### src/rtl/sa_read_channel_if.sv
// Bundle of the dispatcher-facing and slave-facing AR/R signals of one slave read channel.
interface sa_read_channel_if #(
    parameter int unsigned MST_AMT           = 2,
    parameter int unsigned DATA_WIDTH        = 32,
    parameter int unsigned ADDR_WIDTH        = 32,
    parameter int unsigned TRANS_MST_ID_W    = 5,
    parameter int unsigned TRANS_BURST_W     = 2,
    parameter int unsigned TRANS_DATA_LEN_W  = 3,
    parameter int unsigned TRANS_DATA_SIZE_W = 3,
    parameter int unsigned TRANS_WR_RESP_W   = 2
);
    // Dispatcher side, master m at slice m
    logic [TRANS_MST_ID_W*MST_AMT-1:0]    dsp_ARID_i;
    logic [ADDR_WIDTH*MST_AMT-1:0]        dsp_ARADDR_i;
    logic [TRANS_BURST_W*MST_AMT-1:0]     dsp_ARBURST_i;
    logic [TRANS_DATA_LEN_W*MST_AMT-1:0]  dsp_ARLEN_i;
    logic [TRANS_DATA_SIZE_W*MST_AMT-1:0] dsp_ARSIZE_i;
    logic [MST_AMT-1:0]                   dsp_ARVALID_i;
    logic [MST_AMT-1:0]                   dsp_ARREADY_o;
    logic [TRANS_MST_ID_W-1:0]            dsp_RID_o;
    logic [DATA_WIDTH-1:0]                dsp_RDATA_o;
    logic [TRANS_WR_RESP_W-1:0]           dsp_RRESP_o;
    logic                                 dsp_RLAST_o;
    logic [MST_AMT-1:0]                   dsp_RVALID_o;
    logic [MST_AMT-1:0]                   dsp_RREADY_i;

    // Slave side
    logic [TRANS_MST_ID_W-1:0]            s_ARID_o;
    logic [ADDR_WIDTH-1:0]                s_ARADDR_o;
    logic [TRANS_BURST_W-1:0]             s_ARBURST_o;
    logic [TRANS_DATA_LEN_W-1:0]          s_ARLEN_o;
    logic [TRANS_DATA_SIZE_W-1:0]         s_ARSIZE_o;
    logic                                 s_ARVALID_o;
    logic                                 s_ARREADY_i;
    logic [TRANS_MST_ID_W-1:0]            s_RID_i;
    logic [DATA_WIDTH-1:0]                s_RDATA_i;
    logic [TRANS_WR_RESP_W-1:0]           s_RRESP_i;
    logic                                 s_RLAST_i;
    logic                                 s_RVALID_i;
    logic                                 s_RREADY_o;

    // View of the read channel block itself
    modport slave (
        input  dsp_ARID_i, dsp_ARADDR_i, dsp_ARBURST_i, dsp_ARLEN_i, dsp_ARSIZE_i,
        input  dsp_ARVALID_i, dsp_RREADY_i,
        input  s_ARREADY_i, s_RID_i, s_RDATA_i, s_RRESP_i, s_RLAST_i, s_RVALID_i,
        output dsp_ARREADY_o, dsp_RID_o, dsp_RDATA_o, dsp_RRESP_o, dsp_RLAST_o, dsp_RVALID_o,
        output s_ARID_o, s_ARADDR_o, s_ARBURST_o, s_ARLEN_o, s_ARSIZE_o, s_ARVALID_o,
        output s_RREADY_o
    );

    // View of the surrounding dispatchers and slave
    modport master (
        output dsp_ARID_i, dsp_ARADDR_i, dsp_ARBURST_i, dsp_ARLEN_i, dsp_ARSIZE_i,
        output dsp_ARVALID_i, dsp_RREADY_i,
        output s_ARREADY_i, s_RID_i, s_RDATA_i, s_RRESP_i, s_RLAST_i, s_RVALID_i,
        input  dsp_ARREADY_o, dsp_RID_o, dsp_RDATA_o, dsp_RRESP_o, dsp_RLAST_o, dsp_RVALID_o,
        input  s_ARID_o, s_ARADDR_o, s_ARBURST_o, s_ARLEN_o, s_ARSIZE_o, s_ARVALID_o,
        input  s_RREADY_o
    );
endinterface

### src/rtl/sa_read_channel.sv
// Slave-side read channel: round-robin AR arbitration across dispatchers,
// grant-order FIFO, and in-order R steering back to the owning dispatcher.
module sa_read_channel #(
    parameter int unsigned MST_AMT           = 2,
    parameter int unsigned OUTSTANDING_AMT   = 8,
    parameter int unsigned DATA_WIDTH        = 32,
    parameter int unsigned ADDR_WIDTH        = 32,
    parameter int unsigned TRANS_MST_ID_W    = 5,
    parameter int unsigned TRANS_BURST_W     = 2,
    parameter int unsigned TRANS_DATA_LEN_W  = 3,
    parameter int unsigned TRANS_DATA_SIZE_W = 3,
    parameter int unsigned TRANS_WR_RESP_W   = 2
) (
    input logic              ACLK_i,
    input logic              ARESET_i,
    sa_read_channel_if.slave bus
);
    localparam int unsigned MST_ID_W = (MST_AMT > 1) ? $clog2(MST_AMT) : 1;
    localparam int unsigned PTR_W    = (OUTSTANDING_AMT > 1) ? $clog2(OUTSTANDING_AMT) : 1;
    localparam int unsigned CNT_W    = $clog2(OUTSTANDING_AMT) + 1;

    typedef enum logic {
        ST_IDLE = 1'b0,
        ST_HOLD = 1'b1
    } state_e;

    state_e                       state_q;
    logic                         arvalid_q;
    logic [TRANS_MST_ID_W-1:0]    arid_q;
    logic [ADDR_WIDTH-1:0]        araddr_q;
    logic [TRANS_BURST_W-1:0]     arburst_q;
    logic [TRANS_DATA_LEN_W-1:0]  arlen_q;
    logic [TRANS_DATA_SIZE_W-1:0] arsize_q;
    logic [MST_ID_W-1:0]          rr_ptr_q;
    logic [MST_ID_W-1:0]          fifo_q [OUTSTANDING_AMT];
    logic [PTR_W-1:0]             wr_ptr_q;
    logic [PTR_W-1:0]             rd_ptr_q;
    logic [CNT_W-1:0]             count_q;

    logic [MST_AMT-1:0]           eligible_c;
    logic [2*MST_AMT-1:0]         rotated_c;
    logic                         grant_vld_c;
    logic [MST_ID_W-1:0]          grant_c;
    logic [MST_ID_W-1:0]          rr_next_c;
    logic [TRANS_MST_ID_W-1:0]    sel_id_c;
    logic [ADDR_WIDTH-1:0]        sel_addr_c;
    logic [TRANS_BURST_W-1:0]     sel_burst_c;
    logic [TRANS_DATA_LEN_W-1:0]  sel_len_c;
    logic [TRANS_DATA_SIZE_W-1:0] sel_size_c;
    logic [MST_AMT-1:0]           ar_ready_c;
    logic [MST_ID_W-1:0]          head_c;
    logic                         empty_c;
    logic [MST_AMT-1:0]           r_valid_c;
    logic                         s_rready_c;
    logic                         push_c;
    logic                         pop_c;

    // Round-robin pick: first eligible master at or after the pointer; full FIFO blocks all
    always_comb begin
        eligible_c = bus.dsp_ARVALID_i;
        if (count_q == CNT_W'(OUTSTANDING_AMT)) begin
            eligible_c = '0;
        end
        rotated_c   = {eligible_c, eligible_c} >> rr_ptr_q;
        grant_vld_c = 1'b0;
        grant_c     = '0;
        rr_next_c   = rr_ptr_q;
        for (int i = 0; i < int'(MST_AMT); i++) begin
            if (!grant_vld_c && rotated_c[i]) begin
                grant_vld_c = 1'b1;
                grant_c     = MST_ID_W'((int'(rr_ptr_q) + i) % int'(MST_AMT));
                rr_next_c   = MST_ID_W'((int'(rr_ptr_q) + i + 1) % int'(MST_AMT));
            end
        end
    end

    // Mux the granted master's AR payload and form its one-hot ready
    always_comb begin
        sel_id_c    = '0;
        sel_addr_c  = '0;
        sel_burst_c = '0;
        sel_len_c   = '0;
        sel_size_c  = '0;
        ar_ready_c  = '0;
        for (int j = 0; j < int'(MST_AMT); j++) begin
            if (grant_c == MST_ID_W'(j)) begin
                sel_id_c    = bus.dsp_ARID_i[j*TRANS_MST_ID_W +: TRANS_MST_ID_W];
                sel_addr_c  = bus.dsp_ARADDR_i[j*ADDR_WIDTH +: ADDR_WIDTH];
                sel_burst_c = bus.dsp_ARBURST_i[j*TRANS_BURST_W +: TRANS_BURST_W];
                sel_len_c   = bus.dsp_ARLEN_i[j*TRANS_DATA_LEN_W +: TRANS_DATA_LEN_W];
                sel_size_c  = bus.dsp_ARSIZE_i[j*TRANS_DATA_SIZE_W +: TRANS_DATA_SIZE_W];
                if (state_q == ST_IDLE && grant_vld_c && !ARESET_i) begin
                    ar_ready_c[j] = 1'b1;
                end
            end
        end
    end

    // Steer R handshake to the master at the head of the grant-order FIFO
    always_comb begin
        head_c     = fifo_q[rd_ptr_q];
        empty_c    = (count_q == '0);
        r_valid_c  = '0;
        s_rready_c = 1'b0;
        for (int j = 0; j < int'(MST_AMT); j++) begin
            if (!empty_c && !ARESET_i && head_c == MST_ID_W'(j)) begin
                r_valid_c[j] = bus.s_RVALID_i;
                s_rready_c   = bus.dsp_RREADY_i[j];
            end
        end
        push_c = (state_q == ST_IDLE) && grant_vld_c;
        pop_c  = bus.s_RVALID_i && s_rready_c && bus.s_RLAST_i;
    end

    // AR FSM, payload capture, RR pointer and grant-order FIFO bookkeeping
    always_ff @(posedge ACLK_i or posedge ARESET_i) begin
        if (ARESET_i) begin
            state_q   <= ST_IDLE;
            arvalid_q <= 1'b0;
            arid_q    <= '0;
            araddr_q  <= '0;
            arburst_q <= '0;
            arlen_q   <= '0;
            arsize_q  <= '0;
            rr_ptr_q  <= '0;
            wr_ptr_q  <= '0;
            rd_ptr_q  <= '0;
            count_q   <= '0;
            for (int k = 0; k < int'(OUTSTANDING_AMT); k++) begin
                fifo_q[k] <= '0;
            end
        end else begin
            case (state_q)
                ST_IDLE: begin
                    if (grant_vld_c) begin
                        arid_q    <= sel_id_c;
                        araddr_q  <= sel_addr_c;
                        arburst_q <= sel_burst_c;
                        arlen_q   <= sel_len_c;
                        arsize_q  <= sel_size_c;
                        rr_ptr_q  <= rr_next_c;
                        arvalid_q <= 1'b1;
                        state_q   <= ST_HOLD;
                    end
                end
                ST_HOLD: begin
                    if (bus.s_ARREADY_i) begin
                        arvalid_q <= 1'b0;
                        state_q   <= ST_IDLE;
                    end
                end
                default: begin
                    arvalid_q <= 1'b0;
                    state_q   <= ST_IDLE;
                end
            endcase
            if (push_c) begin
                fifo_q[wr_ptr_q] <= grant_c;
                wr_ptr_q         <= wr_ptr_q + PTR_W'(1);
            end
            if (pop_c) begin
                rd_ptr_q <= rd_ptr_q + PTR_W'(1);
            end
            if (push_c && !pop_c) begin
                count_q <= count_q + CNT_W'(1);
            end else if (pop_c && !push_c) begin
                count_q <= count_q - CNT_W'(1);
            end
        end
    end

    assign bus.dsp_ARREADY_o = ar_ready_c;
    assign bus.s_ARVALID_o   = arvalid_q;
    assign bus.s_ARID_o      = arid_q;
    assign bus.s_ARADDR_o    = araddr_q;
    assign bus.s_ARBURST_o   = arburst_q;
    assign bus.s_ARLEN_o     = arlen_q;
    assign bus.s_ARSIZE_o    = arsize_q;
    assign bus.dsp_RVALID_o  = r_valid_c;
    assign bus.s_RREADY_o    = s_rready_c;
    assign bus.dsp_RID_o     = bus.s_RID_i;
    assign bus.dsp_RDATA_o   = bus.s_RDATA_i;
    assign bus.dsp_RRESP_o   = bus.s_RRESP_i;
    assign bus.dsp_RLAST_o   = bus.s_RLAST_i;
endmodule
### src/flat_wrapper.sv
// flat-port wrapper written by rule: the top's interface ports become plain ports
module sa_read_channel_flat 
#(
    parameter int unsigned MST_AMT           = 2,
    parameter int unsigned OUTSTANDING_AMT   = 8,
    parameter int unsigned DATA_WIDTH        = 32,
    parameter int unsigned ADDR_WIDTH        = 32,
    parameter int unsigned TRANS_MST_ID_W    = 5,
    parameter int unsigned TRANS_BURST_W     = 2,
    parameter int unsigned TRANS_DATA_LEN_W  = 3,
    parameter int unsigned TRANS_DATA_SIZE_W = 3,
    parameter int unsigned TRANS_WR_RESP_W   = 2
)
  (ACLK_i, ARESET_i, bus_dsp_ARID_i, bus_dsp_ARADDR_i, bus_dsp_ARBURST_i, bus_dsp_ARLEN_i, bus_dsp_ARSIZE_i, bus_dsp_ARVALID_i, bus_dsp_RREADY_i, bus_s_ARREADY_i, bus_s_RID_i, bus_s_RDATA_i, bus_s_RRESP_i, bus_s_RLAST_i, bus_s_RVALID_i, bus_dsp_ARREADY_o, bus_dsp_RID_o, bus_dsp_RDATA_o, bus_dsp_RRESP_o, bus_dsp_RLAST_o, bus_dsp_RVALID_o, bus_s_ARID_o, bus_s_ARADDR_o, bus_s_ARBURST_o, bus_s_ARLEN_o, bus_s_ARSIZE_o, bus_s_ARVALID_o, bus_s_RREADY_o);
  sa_read_channel_if #(.MST_AMT(MST_AMT), .DATA_WIDTH(DATA_WIDTH), .ADDR_WIDTH(ADDR_WIDTH), .TRANS_MST_ID_W(TRANS_MST_ID_W), .TRANS_BURST_W(TRANS_BURST_W), .TRANS_DATA_LEN_W(TRANS_DATA_LEN_W), .TRANS_DATA_SIZE_W(TRANS_DATA_SIZE_W), .TRANS_WR_RESP_W(TRANS_WR_RESP_W)) bus_i ();
  input logic ACLK_i;
  input logic ARESET_i;
  input wire logic [$bits(bus_i.dsp_ARID_i)-1:0] bus_dsp_ARID_i;
  input wire logic [$bits(bus_i.dsp_ARADDR_i)-1:0] bus_dsp_ARADDR_i;
  input wire logic [$bits(bus_i.dsp_ARBURST_i)-1:0] bus_dsp_ARBURST_i;
  input wire logic [$bits(bus_i.dsp_ARLEN_i)-1:0] bus_dsp_ARLEN_i;
  input wire logic [$bits(bus_i.dsp_ARSIZE_i)-1:0] bus_dsp_ARSIZE_i;
  input wire logic [$bits(bus_i.dsp_ARVALID_i)-1:0] bus_dsp_ARVALID_i;
  input wire logic [$bits(bus_i.dsp_RREADY_i)-1:0] bus_dsp_RREADY_i;
  input wire logic [$bits(bus_i.s_ARREADY_i)-1:0] bus_s_ARREADY_i;
  input wire logic [$bits(bus_i.s_RID_i)-1:0] bus_s_RID_i;
  input wire logic [$bits(bus_i.s_RDATA_i)-1:0] bus_s_RDATA_i;
  input wire logic [$bits(bus_i.s_RRESP_i)-1:0] bus_s_RRESP_i;
  input wire logic [$bits(bus_i.s_RLAST_i)-1:0] bus_s_RLAST_i;
  input wire logic [$bits(bus_i.s_RVALID_i)-1:0] bus_s_RVALID_i;
  output wire logic [$bits(bus_i.dsp_ARREADY_o)-1:0] bus_dsp_ARREADY_o;
  output wire logic [$bits(bus_i.dsp_RID_o)-1:0] bus_dsp_RID_o;
  output wire logic [$bits(bus_i.dsp_RDATA_o)-1:0] bus_dsp_RDATA_o;
  output wire logic [$bits(bus_i.dsp_RRESP_o)-1:0] bus_dsp_RRESP_o;
  output wire logic [$bits(bus_i.dsp_RLAST_o)-1:0] bus_dsp_RLAST_o;
  output wire logic [$bits(bus_i.dsp_RVALID_o)-1:0] bus_dsp_RVALID_o;
  output wire logic [$bits(bus_i.s_ARID_o)-1:0] bus_s_ARID_o;
  output wire logic [$bits(bus_i.s_ARADDR_o)-1:0] bus_s_ARADDR_o;
  output wire logic [$bits(bus_i.s_ARBURST_o)-1:0] bus_s_ARBURST_o;
  output wire logic [$bits(bus_i.s_ARLEN_o)-1:0] bus_s_ARLEN_o;
  output wire logic [$bits(bus_i.s_ARSIZE_o)-1:0] bus_s_ARSIZE_o;
  output wire logic [$bits(bus_i.s_ARVALID_o)-1:0] bus_s_ARVALID_o;
  output wire logic [$bits(bus_i.s_RREADY_o)-1:0] bus_s_RREADY_o;
  assign bus_i.dsp_ARID_i = bus_dsp_ARID_i;
  assign bus_i.dsp_ARADDR_i = bus_dsp_ARADDR_i;
  assign bus_i.dsp_ARBURST_i = bus_dsp_ARBURST_i;
  assign bus_i.dsp_ARLEN_i = bus_dsp_ARLEN_i;
  assign bus_i.dsp_ARSIZE_i = bus_dsp_ARSIZE_i;
  assign bus_i.dsp_ARVALID_i = bus_dsp_ARVALID_i;
  assign bus_i.dsp_RREADY_i = bus_dsp_RREADY_i;
  assign bus_i.s_ARREADY_i = bus_s_ARREADY_i;
  assign bus_i.s_RID_i = bus_s_RID_i;
  assign bus_i.s_RDATA_i = bus_s_RDATA_i;
  assign bus_i.s_RRESP_i = bus_s_RRESP_i;
  assign bus_i.s_RLAST_i = bus_s_RLAST_i;
  assign bus_i.s_RVALID_i = bus_s_RVALID_i;
  assign bus_dsp_ARREADY_o = bus_i.dsp_ARREADY_o;
  assign bus_dsp_RID_o = bus_i.dsp_RID_o;
  assign bus_dsp_RDATA_o = bus_i.dsp_RDATA_o;
  assign bus_dsp_RRESP_o = bus_i.dsp_RRESP_o;
  assign bus_dsp_RLAST_o = bus_i.dsp_RLAST_o;
  assign bus_dsp_RVALID_o = bus_i.dsp_RVALID_o;
  assign bus_s_ARID_o = bus_i.s_ARID_o;
  assign bus_s_ARADDR_o = bus_i.s_ARADDR_o;
  assign bus_s_ARBURST_o = bus_i.s_ARBURST_o;
  assign bus_s_ARLEN_o = bus_i.s_ARLEN_o;
  assign bus_s_ARSIZE_o = bus_i.s_ARSIZE_o;
  assign bus_s_ARVALID_o = bus_i.s_ARVALID_o;
  assign bus_s_RREADY_o = bus_i.s_RREADY_o;
  sa_read_channel #(.MST_AMT(MST_AMT), .OUTSTANDING_AMT(OUTSTANDING_AMT), .DATA_WIDTH(DATA_WIDTH), .ADDR_WIDTH(ADDR_WIDTH), .TRANS_MST_ID_W(TRANS_MST_ID_W), .TRANS_BURST_W(TRANS_BURST_W), .TRANS_DATA_LEN_W(TRANS_DATA_LEN_W), .TRANS_DATA_SIZE_W(TRANS_DATA_SIZE_W), .TRANS_WR_RESP_W(TRANS_WR_RESP_W)) u_core (.ACLK_i(ACLK_i), .ARESET_i(ARESET_i), .bus(bus_i));
endmodule
### config.mk
export PLATFORM = sky130hd
export DESIGN_NAME = sa_read_channel_flat
export DESIGN_NICKNAME = d
export VERILOG_FILES = /design/src/rtl/sa_read_channel_if.sv /design/src/rtl/sa_read_channel.sv /design/src/flat_wrapper.sv
export SDC_FILE = /design/constraint.sdc
export NUM_CORES = 1
export LEC_CHECK = 0
export ABC_AREA = 1
export ABC_CLOCK_PERIOD_IN_PS = 2400
export CORE_MARGIN = 3
export CORE_UTILIZATION = 33
export DETAILED_ROUTE_END_ITERATION = 8
export PLACE_DENSITY = 0.76
export SYNTH_ARGS = -nofsm -noshare
export SYNTH_HDL_FRONTEND = slang
export SYNTH_SLANG_ARGS = --single-unit
### constraint.sdc
create_clock -name ACLK_i -period 2.4 [get_ports ACLK_i]
set_input_delay 0.48 -clock ACLK_i [delete_from_list [all_inputs] [get_ports ACLK_i]]
set_output_delay 0.48 -clock ACLK_i [all_outputs]
set_load 0.1 [all_outputs]
# Yosys cells after proc, flatten, opt, wreduce, memory -nomap -nowiden
# Index checks and enable logic that the tools add are counted.
# totals
regBits	66
input_bits	138
out_inout_bits	91
# classes
add_sub_neg	6
magnitude_cmp	3
eq_ne	3
shifts	1
n_mux	33
n_bitwise	4
reduce_logical	22
# op_table
op	n
32-bit two-way mux	1
1-bit two-way mux	20
1-bit logical AND	11
8-bit bitwise mux	1
4-bit greater-or-equal comparator (second input constant)	2
4-bit two-way mux	2
3-bit inverter with 4-bit output	2
3-bit by 1-bit adder with 3-bit output (second input constant)	2
3-bit two-way mux	2
1-bit zero test	5
5-bit two-way mux	1
4-bit by 1-bit adder with 4-bit output (second input constant)	1
4-bit equality test (second input constant)	1
4-bit zero test	1
4-bit by 1-bit < comparator with 1-bit output (second input constant)	1
2-bit two-way mux	2
1-bit one-hot mux with 2 select lines	2
2-bit AND reduction	2
2-bit nonzero test	2
4-bit by 1-bit >> shifter with 2-bit output	1
4-bit by 1-bit subtractor with 4-bit output (second input constant)	1
1-bit binary-select mux with 3-bit select	1
1-bit demux with 3-bit select	1
3-bit AND reduction	1
4 further kinds	6

# Logic depth before layout (Yosys ltp)
# Gate-level depths: netlist of the first run.
# logic_depth
ltp_word	13
mapped_depth	17

# Worst setup path after synthesis of the first run
# No wires, ideal clock.
# synth_path
path_kind	register to output
start	register u_core.rd_ptr_q[0]
end	output bus_dsp_RVALID_o[1]
arrival_time_ns	2.984
required_ns	1.920
setup_slack_ns	-1.064
path_stages_with_launch	7
path_buffers	0
cell_sequence	dfrtp_1 inv_2 nand2_1 nand3_1 nand3_1 nand2_1 nor3b_1
# synth_between
elab_chain_cells	6
# synth_lines
item	line_no	source
start: declaration	sa_read_channel.sv:37	logic [PTR_W-1:0] rd_ptr_q;
start signal: assignment	sa_read_channel.sv:162	rd_ptr_q <= rd_ptr_q + PTR_W'(1);
3-bit inverter with 4-bit output (implied by the code)	sa_read_channel.sv:101	head_c = fifo_q[rd_ptr_q];
1-bit binary-select mux with 3-bit select	sa_read_channel.sv:101	
1-bit two-way mux (implied by the code) (2 in a row)	sa_read_channel.sv:101	
1-bit logical AND	sa_read_channel.sv:106	if (!empty_c && !ARESET_i && head_c == MST_ID_W'(j)) begin
1-bit two-way mux	sa_read_channel.sv:106	
end: declaration	flat_wrapper.sv:36	output wire logic [$bits(bus_i.dsp_RVALID_o)-1:0] bus_dsp_RVALID_o;
# Every way passes these cells. The select of a mux whose other input is x is not followed.

# Worst setup path after layout of the first run
# layout_path
start	register u_core.rd_ptr_q[0]
end	register u_core.count_q[3]
# layout_between
elab_chain_cells	13
elab_cells_between_ends	16
cone_classes	mux: 6; bitwise: 2; reduce/logical: 8
# layout_lines
item	line_no	source
3-bit inverter with 4-bit output (implied by the code) *	sa_read_channel.sv:101	
1-bit binary-select mux with 3-bit select *	sa_read_channel.sv:101	
1-bit two-way mux (implied by the code) * (2 in a row)	sa_read_channel.sv:101	
1-bit inverter	sa_read_channel.sv:106	
1-bit logical AND	sa_read_channel.sv:106	
1-bit two-way mux	sa_read_channel.sv:106	
1-bit two-way mux *	sa_read_channel.sv:106	
1-bit logical AND * (2 in a row)	sa_read_channel.sv:112	pop_c = bus.s_RVALID_i && s_rready_c && bus.s_RLAST_i;
1-bit zero test	sa_read_channel.sv:164	if (push_c && !pop_c) begin
1-bit logical AND	sa_read_channel.sv:164	
4-bit two-way mux / 2-bit nonzero test (equally long branches)	-	
end signal: assignment	sa_read_channel.sv:165	count_q <= count_q + CNT_W'(1);
end signal: assignment	sa_read_channel.sv:167	count_q <= count_q - CNT_W'(1);
end: declaration	sa_read_channel.sv:38	logic [CNT_W-1:0] count_q;
# Mark *: on every way between the ends. The rest lies on a longest branch, timed or not. The select of a mux whose other input is x is not followed.
# A chain may end at the register's enable or synchronous reset.

==> impl_metrics.py, run 1 <==
metrics = {
    "synth": {
        "synth_seq_area_share": 0.462,
        "synthTopCellsByArea": "dfrtp_1, nand2_1, buf_4",
        "number_of_flops_mapped_to_enable_cells_by_yosys": 0,
        "synthCells": 434,
        "syn-mean-instance-area_um2": 8.23,
        "postSynthNetCount": 578,
        "ys_ff_latch": 66,
        "yosysTopAreaCell": "dfrtp_1",
        "postSynth.asyncResetShare": 1.00,
        "synth_unique_cells": 30,
        "synthesis.yosys.warnings": 0,
        "synthDominantCellAreaShare": 0.462,
        "synth_ff_type": "dfrtp_1",
        "synth.cell_area_mm2": 0.00357,
    },
    "detailed_routing": {
        "detail_route.drc_violations": 0,
        "routed-via-count": 3337,
        "detail_route.iter0.violations": 294,
        "avgRoutedWirePerCell_um": 14.6,
        "avgViaCountPerCell": 4.77,
        "route.antenna.remaining_nets": 0,
        "detail_route.first_pass.iterations": 5,
        "route.final.wire_length_mm": 10.2,
    },
    "global_route": {
        "gr_usage_total": 0.163,
        "initial_antenna_violation_count": 0,
        "grt_pass1_wl_mm": 15.3,
        "globalRouteOverflowTotal": 0,
        "first_global_vias": 3211,
        "grt_start_max_net_pins": 63,
    },
    "floorplanning": {
        "floorplan.die.width_um": 110,
        "floorplan.die_area_mm2": 0.0121,
        "placementRows": 37,
        "die_height_um": 110,
        "placeableCoreArea_mm2": 0.0104,
        "starting_density_of_the_core": 0.343,
        "i_o_pins": 229,
    },
    "layout": {
        "finish.instance_area_mm2": 0.00532,
        "number_of_nets_in_the_layout": 703,
        "n_antenna_cell": 0,
        "syn_to_final_growth_pct": 48.9,
        "drive_above_1_share": 0.243,
        "finish.cell_count_without_fillers": 700,
    },
    "cts": {
        "clock_tree.htree_level_count": 3,
        "cell_at_the_root_of_the_clock_tree": "clkbuf_8",
        "tritoncts.num_buffers": 9,
        "clock_sinks": 66,
        "clk-insertion-delay-late_ns": 0.33,
        "clk_path_buf_depth": 2,
        "cts_tree": "yes",
        "cts.clk_slew.worst_paths_ns": 0.07,
    },
    "worst_setup_path": {
        "worst_ep_required_time_ns": 2.62,
        "worst_setup_path_startpoint": "u_core.rd_ptr_q[0]",
        "path_class": "flop to flop",
        "startpoint_of_the_worst_slack_reg_to_reg_timing_path": "u_core.rd_ptr_q[0]",
        "critPathCaptureType": "flop",
        "r2r.worst_path.cells": 15,
        "cp_max_fo": 6,
        "crit_path_start_kind": "flop",
        "r2r_end": "u_core.count_q[3]",
        "regToRegSetupSlack_ns": 0.02,
        "worst-endpoint-arrival_ns": 2.60,
    },
    "sta": {
        "grt_setup_unrepaired": "true",
        "hold_violations": 0,
        "min_period_over_period": 0.992,
        "max_slew_margin": 0.624,
        "tightest_slew_ns": 0.563,
        "report.final.slew_viol_count": 0,
        "timing.clock.skew_ns": 0.00709,
        "fmaxAchievable_mhz": 420,
        "min_period_ns": 2.38,
        "report.final.setup_viol": 0,
    },
    "run_status": {
        "outcome": "completed",
    },
    "hold_path": {
        "min_path_type": "input port to async pin",
    },
    "place": {
        "dpl-instance-area_mm2": 0.00498,
        "place_inst": 681,
        "portBuffers": 150,
        "hpwl_mm": 7.37,
        "gpl.final_weighted_congestion": 0.788,
    },
    "job": {
        "cap_violations": 0,
    },
}
==> stage by stage <==
step | util | worst slack [ns] | hold WS [ns] | TNS, ns
CTS | 0.501 | 0.00644 | 0.492 | 0
global placement | 0.478 | -0.198 | 0.471 | -0.371
floorplan | - | -0.374 | 0.453 | -0.845
global route | 0.511 | -0.109 | 0.231 | -0.109
detailed placement | 0.478 | -0.320 | 0.474 | -0.594
finish | 0.511 | 0.0182 | 0.232 | 0
==> final cells by class <==
class	instances	area (um^2)
clock buffers	10	138
inverters	25	104
flip-flops and latches	66	1660
repair buffers	174	1650
fillers	978	5100
well taps	136	170
multi-input cells	283	1540
clock inverters	6	66.3
==> worst max-delay path, cell delays in order, from the launching register on <==
cell and delay [ns]:
dfrtp_2 0.48, nand2_1 0.11, nand3_2 0.09, nand3_2 0.10, nand4_1 0.22, nand2_8 0.12, nand2_4 0.06, ha_4 0.17
inv_4 0.06, ha_4 0.18, a21o_1 0.16, a21oi_2 0.17, nand2_1 0.08, nand2_1 0.10, nor2_2 0.05, xor2_1 0.13
==> sequential cells by signal, indices dropped and copies added, names as in the netlist, 2 cells and up <==
name / count
u_core.bus.s_ARBURST_o: 2
u_core.count_q: 4
u_core.rd_ptr_q: 3
u_core.bus.s_ARADDR_o: 32
u_core.bus.s_ARID_o: 5
u_core.fifo_q: 8
u_core.bus.s_ARLEN_o: 3
u_core.wr_ptr_q: 3
u_core.bus.s_ARSIZE_o: 3
==> placed cells by master, fill, tap and decap left out, types with 2 or more instances in the layout <==
master / n
clkdlybuf4s50_1: 97
nand2_1: 81
buf_4: 68
dfrtp_1: 61
o21ai_1: 54
nor2_1: 51
o21ai_0: 47
inv_1: 19
clkbuf_8: 10
buf_12: 7
nand3_2: 6
nand2_2: 6
dfrtp_2: 5
xor2_1: 4
nor2_2: 4
nand3_1: 4
inv_2: 3
ha_4: 3
clkinvlp_4: 3
nand3_4: 2
nand2_4: 2
inv_4: 2
a21oi_2: 2
a21oi_1: 2
nor3_4: 2
ha_1: 2
==> per-layer routing <==
metal,track usage,part of all wire,routed length (um)
met4,0.0668,0.021,218
met1,0.191,0.40,4080
met5,0,0,0
met3,0.0315,0.081,827
met2,0.289,0.50,5060
==> cells by family (layout without fill, tap and decap cells) <==
| group | Yosys count | count (layout) | synth area share |
|---|---|---|---|
| and+or+nand+nor | 163 | 163 | 0.191 |
| AOI/OAI and AO/OA | 108 | 108 | 0.156 |
| buffers and inverters | 85 | 215 | 0.153 |
| DFF | 66 | 66 | 0.462 |
| adders and majority gates | 6 | 6 | 0.0231 |
| xor gates and xnor gates | 6 | 6 | 0.0147 |
==> Yosys cell counts, types with 3 or more instances <==
| master | instances |
|---|---|
| a21oi_1 | 4 |
| buf_2 | 9 |
| buf_4 | 42 |
| buf_6 | 7 |
| dfrtp_1 | 66 |
| ha_1 | 5 |
| inv_1 | 22 |
| nand2_1 | 88 |
| nand3_1 | 10 |
| nor2_1 | 53 |
| nor2_2 | 3 |
| o21ai_0 | 48 |
| o21ai_1 | 53 |
| xor2_1 | 4 |
==> worst max path at each step <==
| stage | endpoint | cells after the start | slack, ns |
|---|---|---|---|
| floorplan | bus_dsp_ARREADY_o[0] | 8 | -0.37 |
| global placement | u_core.count_q[3] | 14 | -0.20 |
| detailed placement | u_core.count_q[3] | 14 | -0.32 |
| CTS | u_core.count_q[3] | 17 | 0.006 |
| global route | u_core.count_q[3] | 15 | -0.11 |
| finish | u_core.count_q[3] | 15 | 0.02 |
==> timing repair <==
item,4_1_cts,5_1_grt
pin swaps,0,13
buffers inserted,3,0
gates resized for setup,3,26
hold buffers,0,0
endpoints found under the setup margin,2,4
Power of run 1 is not shown: default switching activity piles up to over one toggle a cycle in this logic, so the estimate is an artifact.
==> inputs of run 2 (changes only) <==
--- a/config.mk
+++ b/config.mk
@@ -5,12 +5,12 @@
 export SDC_FILE = /design/constraint.sdc
 export NUM_CORES = 1
 export LEC_CHECK = 0
-export ABC_AREA = 1
 export ABC_CLOCK_PERIOD_IN_PS = 2400
 export CORE_MARGIN = 3
-export CORE_UTILIZATION = 33
+export CORE_UTILIZATION = 30
 export DETAILED_ROUTE_END_ITERATION = 8
-export PLACE_DENSITY = 0.76
+export GPL_TIMING_DRIVEN = 1
+export PLACE_DENSITY = 0.71
 export SYNTH_ARGS = -nofsm -noshare
 export SYNTH_HDL_FRONTEND = slang
 export SYNTH_SLANG_ARGS = --single-unit
==> run 2 against run 1 <==
  * First-iteration DRC count down 34%
  * Die area up 5.1%
  * Sequential share of layout area up 0.073 points
  * Critical path depth down 3
  * The flow now finishes with violations (negative setup slack)
  * Fmax down 15%
  * Global-route usage down 1.7 points
  * Non-clock buffer count up 3
  * Register-to-register slack worse by 0.43 ns
  * Clock skew down 0.0013 ns
  * Count of clock-buffer cells in the layout up 2
  * Critical path type unchanged
  * Worst setup slack worse by 0.43 ns
==> impl_metrics.py, run 2 <==
metrics = {
    "detailed_routing": {
        "route.final.wire_length_mm": 9.45,
        "routed-via-count": 3106,
        "detail_route.iter0.violations": 193,
        "detail_route.first_pass.iterations": 4,
        "route.antenna.remaining_nets": 0,
        "avgViaCountPerCell": 4.76,
        "detail_route.drc_violations": 0,
        "avgRoutedWirePerCell_um": 14.5,
    },
    "global_route": {
        "grt_pass1_wl_mm": 15.0,
        "grt_start_max_net_pins": 49,
        "globalRouteOverflowTotal": 0,
        "initial_antenna_violation_count": 0,
        "first_global_vias": 3109,
        "gr_usage_total": 0.145,
    },
    "worst_setup_path": {
        "worst_ep_required_time_ns": 2.61,
        "critical_path.slowest_cell": "mux4_2",
        "path_class": "flop to flop",
        "critPathCaptureType": "flop",
        "worst_path_largest_cell_delay_ns": 0.55,
        "cp_max_fo": 3,
        "crit_path_start_kind": "flop",
        "cp_common_cell": "ha_4",
        "critical_path_cell_by_cell": "mux4_2 -> mux2i_4 -> mux2i_2 -> or3b_4 -> ha_4 -> inv_4 -> ha_4 -> a21o_1 -> a21oi_2 -> xnor2_1 -> nor2_1 -> xor2_1",
        "worst-endpoint-arrival_ns": 3.02,
    },
    "sta": {
        "report.final.setup_viol": 5,
        "grt_setup_unrepaired": "true",
        "tightest_slew_ns": 0.498,
        "max_slew_margin": 0.668,
        "min_period_ns": 2.81,
        "hold_violations": 0,
        "fmaxAchievable_mhz": 356,
        "report.final.slew_viol_count": 0,
        "timing.clock.skew_ns": 0.00575,
        "final_worst_slack_ns": -0.410,
        "min_period_over_period": 1.17,
    },
    "place": {
        "gpl.final_weighted_congestion": 0.828,
        "portBuffers": 150,
        "place_inst": 637,
        "hpwl_mm": 7.09,
        "dpl-instance-area_mm2": 0.00492,
    },
    "layout": {
        "number_of_nets_in_the_layout": 652,
        "final_cell_mix": "nand2_1, clkdlybuf4s50_1, buf_4",
        "finish.cell_count_without_fillers": 653,
        "postLayoutCoreUtil": 0.481,
        "finish.instance_area_mm2": 0.00529,
        "flip_flop_count_of_the_largest_register_all_copies_and_words_added": 32,
        "sequential_cell_area_mm2": 0.00165,
        "n_antenna_cell": 0,
        "multi_input_gate_area_in_the_final_layout_mm2": 0.00145,
        "layout.cells.most_common": "nand2_1",
        "drive_above_1_share": 0.242,
        "syn_to_final_growth_pct": 54.5,
        "filler_cell_count": 1039,
    },
    "cts": {
        "cts_tree": "yes",
        "clock_tree.htree_level_count": 3,
        "cts.clk_slew.worst_paths_ns": 0.06,
        "clk-insertion-delay-late_ns": 0.32,
        "cell_at_the_root_of_the_clock_tree": "clkbuf_16",
        "post_cts.repair.setup_buffers": 0,
        "clk_path_buf_depth": 2,
        "tritoncts.num_buffers": 9,
        "clock_sinks": 66,
    },
    "synth": {
        "postSynthNetCount": 528,
        "syn-mean-instance-area_um2": 8.91,
        "yosys-top-cells-count": "nand2_1, dfrtp_1, nor2_1, a31oi_1, buf_4",
        "ys_ff_latch": 66,
        "synthCells": 384,
        "yosysTopAreaCell": "dfrtp_1",
        "synth.most_common_cell": "nand2_1",
        "synth_unique_cells": 33,
        "synth.cell_area_mm2": 0.00342,
        "synth_seq_area_share": 0.483,
        "synth_ff_type": "dfrtp_1",
        "synthDominantCellAreaShare": 0.483,
        "synthesis.yosys.warnings": 0,
        "synthTopCellsByArea": "dfrtp_1, nand2_1, buf_4",
        "postSynth.asyncResetShare": 1.00,
        "number_of_flops_mapped_to_enable_cells_by_yosys": 0,
    },
    "hold_path": {
        "min_path_type": "flop to flop",
    },
    "floorplanning": {
        "i_o_pins": 229,
        "floorplan.die_area_mm2": 0.0127,
        "placementRows": 38,
        "floorplan.die.width_um": 113,
        "die_height_um": 113,
        "placeableCoreArea_mm2": 0.0110,
        "starting_density_of_the_core": 0.312,
    },
    "job": {
        "cap_violations": 0,
    },
    "run_status": {
        "failed_checks": "negative setup slack",
        "outcome": "complete, but fails checks",
    },
}
## run 2: cell types whose count changed after synthesis, moves of 13 or more
| cell | change |
|---|---|
| o21ai_0 | -46 |
| o21ai_1 | -52 |
| clkbuf_1 | +20 |
| a31oi_1 | +46 |
| inv_1 | -19 |
| nand2_1 | +13 |
## run 2: final timing paths
kind / endpoint / cells after the start / startpoint / slack (ns)
worst max-delay path: u_core.count_q[3] / 12 / u_core.rd_ptr_q[0] / -0.41
worst min-delay path: u_core.rr_ptr_q / 1 / u_core.rr_ptr_q / 0.49
worst max register to register: u_core.count_q[3] / 12 / u_core.rd_ptr_q[0] / -0.41
worst min register to register: u_core.rr_ptr_q / 1 / u_core.rr_ptr_q / 0.49
max in group asynchronous: u_core.bus.s_ARSIZE_o[2] / 4 / ARESET_i / 1.26
min in group asynchronous: u_core.bus.s_ARADDR_o[29] / 4 / ARESET_i / 0.73
## run 2: kinds of logic after synthesis
family | count (synthesis) | synth area share
xor+xnor | 8 | 0.0205
buf+inv | 68 | 0.118
flops | 66 | 0.483
compound gates | 53 | 0.0951
simple gates | 169 | 0.203
mux | 14 | 0.0563
fa+ha+maj | 6 | 0.0241
## run 2: final cells by class
type / count / area share
Inverter: 4 / 0.00331
Tap cell: 140 / 0.0331
Sequential cell: 66 / 0.312
Clock inverter: 4 / 0.0137
Timing Repair Buffer: 177 / 0.313
Multi-Input combinational cell: 250 / 0.274
Clock buffer: 12 / 0.0504
## run 2: routing by layer
layer | global-route usage | routed length (um) | up-vias
met2 | 0.242 | 4510 | 128
met4 | 0.0833 | 340 | 0
met3 | 0.0390 | 780 | 33
li1 | - | - | 1495
met1 | 0.168 | 3820 | 1450
met5 | 0 | 0 | -
## run 2: timing repair
item / 4_1_cts / 5_1_grt
hold buffers: 0 / 0
endpoints found under the setup margin: 8 / 11
resized for setup: 3 / 3
pin swaps: 2 / 0
## run 2: stage by stage
step	setup WS (ns)	setup TNS [ns]	hold slack, ns
after floorplan	-0.441	-1.42	0.450
after global placement	-0.450	-1.08	0.469
after detailed placement	-0.474	-1.18	0.481
after CTS	-0.437	-1.33	0.491
after global routing	-0.554	-1.71	0.518
final	-0.410	-1.17	0.489
## run 2: worst max-delay path: cells and delay by family, from the launching register on
kind                       cells  cell delay [ns]
adders and majority gates      2             0.38
and+or+nand+nor                2             0.47
muxes                          3             0.83
DFF                            1             0.40
AOI/OAI and AO/OA              2             0.30
xor gates and xnor gates       2             0.25
buffers and inverters          1             0.06
Power of run 2 is left out for the same reason.
